--- src/rtl/imem_loader.sv ---
`default_nettype none
// ============================================================================
// imem_loader : UART frame loader that writes a program image into IMEM
// Rev 1.0
// ============================================================================
module imem_loader #(
    parameter int DEPTH   = 20,
    parameter int TIMEOUT = 1000000
) (
    input  logic        clk,
    input  logic        rst_n,
    input  logic        rx_valid,
    input  logic [7:0]  rx_data,
    output logic        imem_we,
    output logic [31:0] imem_addr,
    output logic [31:0] imem_wd,
    output logic        core_rst_n,
    output logic        busy,
    output logic        done,
    output logic        load_err
);

    localparam int         IW   = $clog2(DEPTH + 1);
    localparam int         TW   = $clog2(TIMEOUT + 1);
    localparam logic [7:0] SYNC = 8'hA5;

    typedef enum logic [2:0] {
        IDLE  = 3'd0,
        COUNT = 3'd1,
        DATA  = 3'd2,
        CHECK = 3'd3,
        DONE  = 3'd4,
        ERROR = 3'd5
    } state_t;

    state_t         state, state_nx;
    logic [IW-1:0]  count, word_idx;
    logic [1:0]     byte_idx;
    logic [31:0]    word_buf;
    logic [7:0]     csum;
    logic [TW-1:0]  tcnt;
    logic           n_ok, last_wr, timed_out, timed_state;

    always_comb begin
        n_ok        = (rx_data != 8'd0) && ({24'd0, rx_data} <= 32'(DEPTH));
        // The last word's write pulse also ends the data phase; a byte in
        // that cycle is already the checksum.
        last_wr     = imem_we && (word_idx == count);
        timed_out   = !rx_valid && (tcnt == TW'(TIMEOUT - 1));
        timed_state = (state == COUNT) || (state == DATA) || (state == CHECK);
    end

    always_comb begin
        state_nx   = state;
        core_rst_n = 1'b0;
        busy       = 1'b1;
        done       = 1'b0;
        load_err   = 1'b0;
        case (state)
            IDLE: begin
                core_rst_n = 1'b1;
                busy       = 1'b0;
                if (rx_valid && rx_data == SYNC) state_nx = COUNT;
            end
            COUNT: begin
                if (rx_valid)       state_nx = n_ok ? DATA : ERROR;
                else if (timed_out) state_nx = ERROR;
            end
            DATA: begin
                if (last_wr) begin
                    if (rx_valid)       state_nx = (rx_data == csum) ? DONE : ERROR;
                    else if (timed_out) state_nx = ERROR;
                    else                state_nx = CHECK;
                end else if (timed_out) begin
                    state_nx = ERROR;
                end
            end
            CHECK: begin
                if (rx_valid)       state_nx = (rx_data == csum) ? DONE : ERROR;
                else if (timed_out) state_nx = ERROR;
            end
            DONE: begin
                done     = 1'b1;
                state_nx = IDLE;
            end
            ERROR: begin
                load_err = 1'b1;
                if (rx_valid && rx_data == SYNC) state_nx = COUNT;
            end
            default: state_nx = IDLE;
        endcase
    end

    always_ff @(posedge clk or negedge rst_n) begin
        if (!rst_n) begin
            state <= IDLE;
        end else begin
            state <= state_nx;
        end
    end

    always_ff @(posedge clk or negedge rst_n) begin
        if (!rst_n) begin
            count     <= '0;
            word_idx  <= '0;
            byte_idx  <= '0;
            word_buf  <= '0;
            csum      <= '0;
            tcnt      <= '0;
            imem_we   <= 1'b0;
            imem_addr <= '0;
            imem_wd   <= '0;
        end else begin
            imem_we <= 1'b0;
            tcnt    <= (state_nx != state || rx_valid || !timed_state) ? '0 : tcnt + TW'(1);

            if (state == COUNT && rx_valid && n_ok) begin
                count    <= IW'(rx_data);
                word_idx <= '0;
                byte_idx <= '0;
                csum     <= '0;
            end

            if (state == DATA && rx_valid && !last_wr) begin
                word_buf[8*byte_idx +: 8] <= rx_data;
                csum                      <= csum ^ rx_data;
                byte_idx                  <= byte_idx + 2'd1;
                if (byte_idx == 2'd3) begin
                    imem_we   <= 1'b1;
                    imem_addr <= 32'({word_idx, 2'b00});
                    imem_wd   <= {rx_data, word_buf[23:0]};
                    word_idx  <= word_idx + IW'(1);
                end
            end
        end
    end

endmodule
`default_nettype wire

--- config.mk ---
export PLATFORM = sky130hd
export DESIGN_NAME = imem_loader
export DESIGN_NICKNAME = d
export VERILOG_FILES = /design/src/rtl/imem_loader.sv
export SDC_FILE = /design/constraint.sdc
export NUM_CORES = 1
export LEC_CHECK = 0
export BUFFER_PORTS_ARGS = -buffer_cell sky130_fd_sc_hd__buf_4
export CORE_ASPECT_RATIO = 0.8
export CORE_UTILIZATION = 59
export CTS_BUF_LIST = sky130_fd_sc_hd__clkbuf_8
export DETAILED_ROUTE_END_ITERATION = 6
export PLACE_DENSITY = 0.89
export SETUP_SLACK_MARGIN = 0.4
export SYNTH_ARGS = -nofsm -noshare
export SYNTH_HDL_FRONTEND = slang
export SYNTH_SLANG_ARGS = --single-unit
--- constraint.sdc ---
create_clock -name clk -period 2.5 [get_ports clk]
set_clock_uncertainty 0.1 [all_clocks]
set_input_delay 0.5 -clock clk [delete_from_list [all_inputs] [get_ports clk]]
set_output_delay 0.5 -clock clk [all_outputs]
set_load 0.1 [all_outputs]
==> results of run 1 <==
state kept, by name, summed over array words and instances, names as in the netlist:
name	count
byte_idx	2
imem_addr	5
csum	8
word_idx	5
imem_we	1
imem_wd	32
count	5
word_buf	24
state	3
tcnt	20
critical path, delay by kind of cell (launching register included):
family,cells,cell delay [ns]
AND/OR/NAND/NOR,3,0.70
AO/OA/AOI/OAI,2,0.44
flip-flops,1,0.42
adder cells (fa/ha/maj),1,0.22
buffers and inverters,1,0.16
power groups by stage:
stage / sequential [mW] / clock, mW / combinational [mW]
floorplan: 1.94 / 0 / 1.03
global placement: 1.97 / 0 / 1.27
detailed placement: 1.98 / 0 / 1.30
CTS: 1.95 / 1.07 / 1.43
global route: 1.97 / 1.14 / 1.69
finish: 1.96 / 1.07 / 1.61
metal layers:
layer	vias up	GRT usage [%]	part of all wire (%)
met5	-	0	0
met4	0	10.6	3.4
met3	47	6.61	6.6
met2	207	42.9	49
met1	1908	34.1	41
li1	1667	-	-
cell usage after synthesis (2+ instances only):
master    number
o21a_1         2
nand3_1       10
nand2_1       63
nor2_1        21
and4_1         2
xor2_1        16
nand4_1        5
a211oi_1       2
a22o_1         2
nor3b_1        3
or3_1          3
mux2_1         2
buf_4         33
clkbuf_1       2
nor4_1         5
nor3_1         7
xnor2_1       15
nand2b_1       4
nor3_2        10
nor2b_1        3
inv_1          6
ha_1           7
o21ai_0       29
o211ai_1       3
or2_2          2
nand3b_1       4
buf_6          2
and3_1         2
dfrtp_1      105
buf_2         13
mux2i_1       10
mux2_2        48
logic make-up (layout without fill, tap and decap cells):
| family | after synthesis | count (layout) |
|---|---|---|
| muxes | 60 | 60 |
| buffers and inverters | 56 | 106 |
| DFF | 105 | 105 |
| other | 1 | 27 |
| adders and majority gates | 7 | 7 |
| xor gates and xnor gates | 31 | 31 |
| AOI/OAI and AO/OA | 48 | 48 |
| and+or+nand+nor | 151 | 151 |
worst max-delay path by stage:
stage                          start                        to  slack, ns
6_report           tcnt[1]$_DFF_PN0_        state[2]$_DFF_PN0_       0.35
4_1_cts        word_idx[0]$_DFF_PN0_   imem_wd[28]$_DFFE_PN0P_       0.40
5_1_grt            tcnt[1]$_DFF_PN0_        state[2]$_DFF_PN0_       0.33
3_5_place_dp   word_idx[1]$_DFF_PN0_  word_buf[17]$_DFFE_PN0P_       0.09
2_1_floorplan     state[0]$_DFF_PN0_                      done       0.25
3_3_place_gp   word_idx[0]$_DFF_PN0_   word_buf[3]$_DFFE_PN0P_       0.27
cell type report:
cell class / count / area share, %
clock buffers: 9 / 2.05
clock inverters: 7 / 1.24
inverters: 6 / 0.435
multi-input cells: 324 / 38.6
flip-flops and latches: 105 / 43.5
well taps: 108 / 2.24
repair buffers: 84 / 11.9
timing repair:
action,in CTS,in global routing
resized for setup,9,16
setup buffers,9,7
setup endpoints to repair,93,70
pin swaps,4,1
cell usage in the layout, fill, tap and decap left out, types with 10 or more instances in the layout:
cell and n:
conb_1 27, xor2_1 16, dfrtp_1 102, o21ai_0 29
nor2_1 20, xnor2_1 11, mux2i_1 10, buf_4 75
nor3_2 11, mux2_2 48, nand2_1 62
==> metrics.md, run 1 <==
| Metric | Value |
|---|---|
| Run status | `completed` |
| Largest net degree at the start of global routing | `49` |
| Setup ws final | `0.349 ns` |
| Ys flop type | `dfrtp_1` |
| Hold buffer count at cts | `0` |
| Fraction of synthesized cell area in xor and xnor cells | `~5.3%` |
| Critical R2R Launch | `tcnt[1]$_DFF_PN0_` |
| Post-route ant nets | `0` |
| Ranking of synthesized cells by area | `dfrtp_1 51%, mux2_2 11%, buf_4 4.8%, nand2_1 4.6%, o21ai_0 2.8%` |
| Worst Hold Class | `in2async` |
| Total power | `around 4.6 mW` |
| Fin nets | `548` |
| Worst-path clk slew | `0.10 ns` |
| Final design utilization | `74.0%` |
| Post-route cell area | `between 6000 and 7000 um2` |
| Die Y | `85.3 um` |
| Pre-CTS setup slack | `a little over 0.09 ns` |
| Critical path endpoint category | `register` |
| Register area share after synthesis | `51.4%` |
| Pins Over Slew Limit | `0` |
| Unrepaired setup endpoints after global routing | `yes` |
| Worst-Margin Slew | `0.610 ns` |
| Avg Inst Size Synth | `between 10 and 15 um2` |
| Post-Syn Area | `roughly 5100 um2` |
| Final setup viols | `0` |
| FF-to-FF setup slack | `about 0.35 ns` |
| CTS Buf Count | `9` |
| GR Util All Layers | `a little over a quarter` |
| Routability congestion estimate | `between 0.8 and 0.9` |
| Setup TNS | `0 ns` |
| Static leakage | `~2.9 nW` |
| Ratio of cells with drive above 1 in the final layout | `between 30% and 40%` |
| Synth area leader | `dfrtp_1` |
| Crit start category | `register` |
| Top cell type's share of synthesized area | `between 50% and 60%` |
| Post-synthesis cell count | `approximately 460` |
| CTS sink cnt | `~110` |
| Synth Area in Adders | `between 1.5 and 2%` |
| Net Sw Frac | `between 30% and 40%` |
| Diode count | `0` |
| Max stage delay on crit path | `0.42 ns` |
| Required time worst endpoint | `around 2.7 ns` |
| GR Overflow Total | `0` |
| Clock Power Share | `23.0%` |
| First-pass GRT wire length | `18400 um` |
| HPWL Detailed | `about 7100 um` |
| First-pass DRT Iterations | `6` |
| Core box area | `slightly above 8000 um2` |
| Sequential share of power | `a little over two fifths` |
| Distinct cell type count after synthesis | `50` |
| CP Class | `reg2reg` |
| I/O Buffers | `52` |
| Clk buf depth | `2` |
| Mux cell area share after synthesis | `roughly 13%` |
| Vias | `roughly 3800` |
| H-tree depth | `3` |
| Footprint of the multi-input gates | `between 2000 and 2500 um2` |
| CTS root buf | `clkbuf_8` |
| Die footprint | `9050 um2` |
| Initial detailed-routing violation count | `roughly 370` |
| Sw power | `1.79 mW` |
| Drt wl/cell | `around 19 um` |
| Fmax | `~460 MHz` |
| Largest family of logic cells by synthesized area | `simple AND/OR/NAND/NOR gates` |
| Worst-case reg-to-reg path depth | `7` |
| Vias in the first global route | `between 3000 and 4000` |
| Placed Cells | `611` |
| CTS tree | `yes` |
| # DRC | `0` |
| VDD IR max | `between 0.4 and 0.5 mV` |
| Final Critical Period | `about 2.2 ns` |
| IO Pins | `80` |
| Final wirelength | `12100 um` |
| Initial antenna violation count | `0` |
| Die Wd | `around 110 um` |
| Slowest CP cell | `dfrtp_1` |
| Skew-Pair Late Insertion Delay | `~0.38 ns` |
| Gate power share | `roughly a third` |
| Simple-Gate Fraction of Synth Area | `15.5%` |
| Register cell area after layout | `2630 um2` |
| CP Cell Sequence | `ha_1 -> nand3_2 -> nor4_4 -> and3_4 -> o22a_2 -> buf_12 -> a2bb2oi_1` |
| Layout area overhead | `18.1%` |
| Final Hold Viols | `0` |
| Hold Slack | `0.0198 ns` |
| CP max FO | `11` |
| Final std cells w/o fill | `between 600 and 700` |
| P_int | `roughly 2.8 mW` |
| Final period util | `a little under nine tenths` |
| Synth warn | `0` |
| Layout fillers | `around 500` |
| Initial core utilization | `62.7%` |
| Max-Cap Viols | `0` |
| Share of flip-flops with an asynchronous set or reset | `between 90% and 100%` |
| EDFF count, synth | `0` |
| Max-slew headroom | `about three fifths` |
| Vias per cell | `between 5 and 6` |
| Cell Rows | `29` |
| Compound-Gate Fraction of Synth Area | `~6.0%` |
| R2R Path End | `state[2]$_DFF_PN0_` |
| Placed cell area | `about 5600 um2` |
| Worst EP arrival | `roughly 2.3 ns` |
| Yosys reg bits | `~110` |
| PwrDens | `~770 nW/um2` |
Note: power is estimated with default switching activity, not from simulation.
==> run 2, diff against run 1 <==
--- a/config.mk
+++ b/config.mk
@@ -7,10 +7,10 @@
 export LEC_CHECK = 0
 export BUFFER_PORTS_ARGS = -buffer_cell sky130_fd_sc_hd__buf_4
 export CORE_ASPECT_RATIO = 0.8
-export CORE_UTILIZATION = 59
+export CORE_UTILIZATION = 53
 export CTS_BUF_LIST = sky130_fd_sc_hd__clkbuf_8
 export DETAILED_ROUTE_END_ITERATION = 6
-export PLACE_DENSITY = 0.89
+export PLACE_DENSITY = 0.84
 export SETUP_SLACK_MARGIN = 0.4
 export SYNTH_ARGS = -nofsm -noshare
 export SYNTH_HDL_FRONTEND = slang
==> constraint.sdc (replaced) <==
create_clock -name clk -period 1.7 [get_ports clk]
set_clock_uncertainty 0.1 [all_clocks]
set_input_delay 0.34 -clock clk [delete_from_list [all_inputs] [get_ports clk]]
set_output_delay 0.34 -clock clk [all_outputs]
set_load 0.1 [all_outputs]
==> run 2 against run 1 <==
  * The run now ends with design-rule violations, negative setup slack left
  * Via count up 40%
  * Hold slack gained 0.21 ns
  * Cell area up 37%
  * Sequential cell count unchanged
  * First-iteration DRC count is 130% higher
  * Routed wire length up 100%
  * Largest power group is now combinational cells
  * Sequential power increased by 49%
  * Critical endpoint is now word_buf[3]$_DFFE_PN0P_
  * Critical path type unchanged
  * Critical path depth increased by 1
==> metrics.md, run 2 (synthesis gave the netlist of run 1 again) <==
| Metric | Value |
|---|---|
| Run status | `finished, violations left (was completed)` |
| Violated checks | `design-rule violations, negative setup slack` |
| Initial detailed-routing violation count | `835 (was 366)` |
| Slowest CP cell | `xnor2_2 (was dfrtp_1)` |
| Ratio of cells with drive above 1 in the final layout | `57.6% (was 34.6%)` |
| Worst EP arrival | `2.87 ns (was 2.34 ns)` |
| Final Hold Viols | `0 (unchanged)` |
| Wire length on met2 | `10300 um (was 5990 um)` |
| Layout area overhead | `62.1% (was 18.1%)` |
| Fmax | `374 MHz (was 465 MHz)` |
| CTS tree | `yes (unchanged)` |
| Drt wl/cell | `31.6 um (was 18.9 um)` |
| Skew-Pair Late Insertion Delay | `0.41 ns (was 0.38 ns)` |
| Vias | `5343 (was 3829)` |
| GR Util All Layers | `40.3% (was 26.4%)` |
| Worst-case reg-to-reg path depth | `8 (was 7)` |
| IO Pins | `80 (unchanged)` |
| Final Critical Period | `2.67 ns (was 2.15 ns)` |
| Delay-heaviest family, CP | `buffers and inverters (was simple AND/OR/NAND/NOR gates)` |
| Unrepaired setup endpoints after global routing | `yes (unchanged)` |
| Critical R2R Launch | `word_idx[1]$_DFF_PN0_ (was tcnt[1]$_DFF_PN0_)` |
| Register cell area after layout | `2680 um2 (was 2630 um2)` |
| H-tree depth | `3 (unchanged)` |
| Core box area | `9190 um2 (was 8160 um2)` |
| Worst Path Buf+Inv | `3 (was 1)` |
| Initial antenna violation count | `2 (was 0)` |
| Die Y | `89.9 um (was 85.3 um)` |
| Max-Cap Viols | `0 (unchanged)` |
| Crit start category | `register (unchanged)` |
| Crit path depth | `8 (was 7)` |
| Worst Hold Class | `in2reg (was in2async)` |
| CTS sink cnt | `105 (unchanged)` |
| HPWL Detailed | `8600 um (was 7100 um)` |
| # DRC | `10 (was 0)` |
| CTS Buf Count | `9 (unchanged)` |
| Final setup viols | `108 (was 0)` |
| Total power | `8.47 mW (was 4.63 mW)` |
| First-pass GRT wire length | `30100 um (was 18400 um)` |
| Max-slew headroom | `61.1% (was 59.3%)` |
| Routability congestion estimate | `0.871 (was 0.872)` |
| Biggest register | `imem_wd (unchanged)` |
| Met1 Wirelength | `8080 um (was 4920 um)` |
| Worst-path clk slew | `0.12 ns (was 0.10 ns)` |
| Largest regs | `imem_wd x32, word_buf x24, tcnt x20 (unchanged)` |
| Vias in the first global route | `5070 (was 3724)` |
| Static leakage | `3.80 nW (was 2.85 nW)` |
| Vias per cell | `6.89 (was 5.95)` |
| Clk buf depth | `2 (unchanged)` |
| Worst setup path end | `word_buf[3]$_DFFE_PN0P_ (was state[2]$_DFF_PN0_)` |
| Largest net degree at the start of global routing | `43 (was 49)` |
| Final design utilization | `90.2% (was 74.0%)` |
| Final wirelength | `24500 um (was 12100 um)` |
| CP startpoint | `word_idx[1]$_DFF_PN0_ (was tcnt[1]$_DFF_PN0_)` |
| Cell Rows | `31 (was 29)` |
| Commonest non-fill, non-tap cells in the layout | `112 x buf_4, 64 x dfrtp_1, 61 x nand2_1 (was 102 x dfrtp_1, 75 x buf_4, 62 x nand2_1)` |
| CP Class | `reg2reg (unchanged)` |
| PwrDens | `1020 nW/um2 (was 767 nW/um2)` |
| Footprint of the multi-input gates | `2720 um2 (was 2330 um2)` |
| FF-to-FF setup slack | `-0.97 ns (was 0.35 ns)` |
| Setup ws final | `-0.970 ns (was 0.349 ns)` |
| Max stage delay on crit path | `0.50 ns (was 0.42 ns)` |
| CP max FO | `16 (was 11)` |
| Final period util | `157% (was 86.0%)` |
| First-pass DRT Iterations | `7 (was 6)` |
| Pins Over Slew Limit | `0 (unchanged)` |
| Worst-Margin Slew | `0.578 ns (was 0.610 ns)` |
| Top Layer Used | `met4 (unchanged)` |
| Met3 WL post-DR | `3510 um (was 800 um)` |
| Initial core utilization | `55.6% (was 62.7%)` |
| CP Cell Sequence | `xnor2_2 -> nand4_4 -> buf_4 -> buf_4 -> o211ai_1 -> buf_6 -> nand2_1 -> o21ai_1 (was ha_1 -> nand3_2 -> nor4_4 -> and3_4 -> o22a_2 -> buf_12 -> a2bb2oi_1)` |
| CTS root buf | `clkbuf_8 (unchanged)` |
| Pre-CTS setup slack | `-0.347 ns (was 0.0934 ns)` |
| Post-route ant nets | `0 (unchanged)` |
| I/O Buffers | `52 (unchanged)` |
| Commonest non-fill, non-tap cell in the layout | `buf_4 (was dfrtp_1)` |
| GR Overflow Total | `0 (unchanged)` |
| Die footprint | `10100 um2 (was 9050 um2)` |
| R2R Path End | `word_buf[3]$_DFFE_PN0P_ (was state[2]$_DFF_PN0_)` |
| Die Wd | `112 um (was 106 um)` |
| Setup TNS | `-82.90 ns (was 0 ns)` |
| Fin nets | `671 (was 548)` |
| Required time worst endpoint | `1.90 ns (was 2.69 ns)` |
| Most used cell, CP | `buf_4` |
| Layout fillers | `302 (was 495)` |
| VDD IR max | `0.891 mV (was 0.449 mV)` |
| Critical path endpoint category | `register (unchanged)` |
| Flip-flop count of the largest register after layout | `32 (unchanged)` |
==> run 2: changes by cell type in the layout (fill, tap and decap cells not counted), moves of 9 or more <==
cell     change
dfrtp_2     +37
o21ai_1     +10
nor2_1       -9
o21ai_0     -12
dfrtp_1     -38
mux2_2      -41
buf_12      +48
buf_6       +27
buf_4       +37
mux2_4      +43
==> run 2: repair_timing <==
action	4_1_cts	5_1_grt
setup buffers	40	18
cloned	7	2
pin swaps	16	19
hold buffers	1	0
hold endpoints to repair	30	0
endpoints found under the setup margin	147	147
resized for setup	204	51
==> run 2: power by group <==
group          internal [mW]  total, mW  switching (mW)
registers               2.69       2.93           0.241
clock network          0.698       1.71            1.01
logic                   1.52       3.82            2.30
==> run 2: area by class of cell <==
class                           count  share of cell area (%)
Tap cell                          115                    1.74
Sequential cell                   105                    32.3
Timing Repair Buffer              207                    30.2
Clock buffer                        9                    1.49
Clock inverter                      7                   0.951
Inverter                            6                   0.362
Antenna cell                        2                  0.0604
Multi-Input combinational cell    324                    32.8
==> run 2: metrics by stage <==
| step | cells | hold WS (ns) | cell area [um2] |
|---|---|---|---|
| final | 775 | 0.233 | 8290 |
| after global routing | 773 | 0.226 | 8280 |
| after CTS | 753 | 0.234 | 7910 |
| after global placement | 689 | 0.204 | 6360 |
| after detailed placement | 689 | 0.214 | 6360 |
| after floorplan | 485 | -0.0556 | 5520 |
==> run 2: metal layers <==
| metal | GRT usage, % | vias to the layer above |
|---|---|---|
| met4 | 26.7 | 0 |
| met1 | 48.8 | 2531 |
| met2 | 63.8 | 654 |
| li1 | - | 1907 |
| met5 | 0 | - |
| met3 | 10.2 | 251 |
==> run 2: worst min path at each step <==
stage / startpoint / depth (start not counted) / end
after floorplan: rst_n / 0 / byte_idx[0]$_DFFE_PN0P_
after CTS: rx_data[1] / 3 / count[1]$_DFFE_PN0P_
after global routing: rx_data[3] / 3 / imem_wd[27]$_DFFE_PN0P_
after global placement: rst_n / 1 / imem_wd[15]$_DFFE_PN0P_
after detailed placement: rst_n / 1 / imem_wd[11]$_DFFE_PN0P_
final: rx_data[3] / 3 / imem_wd[27]$_DFFE_PN0P_
==> run 2: worst reg2reg max path: stages (launching register included) <==
cell	delay [ns]
dfrtp_1	0.49
xnor2_2	0.50
nand4_4	0.27
buf_4	0.22
buf_4	0.17
o211ai_1	0.23
buf_6	0.22
nand2_1	0.12
o21ai_1	0.21
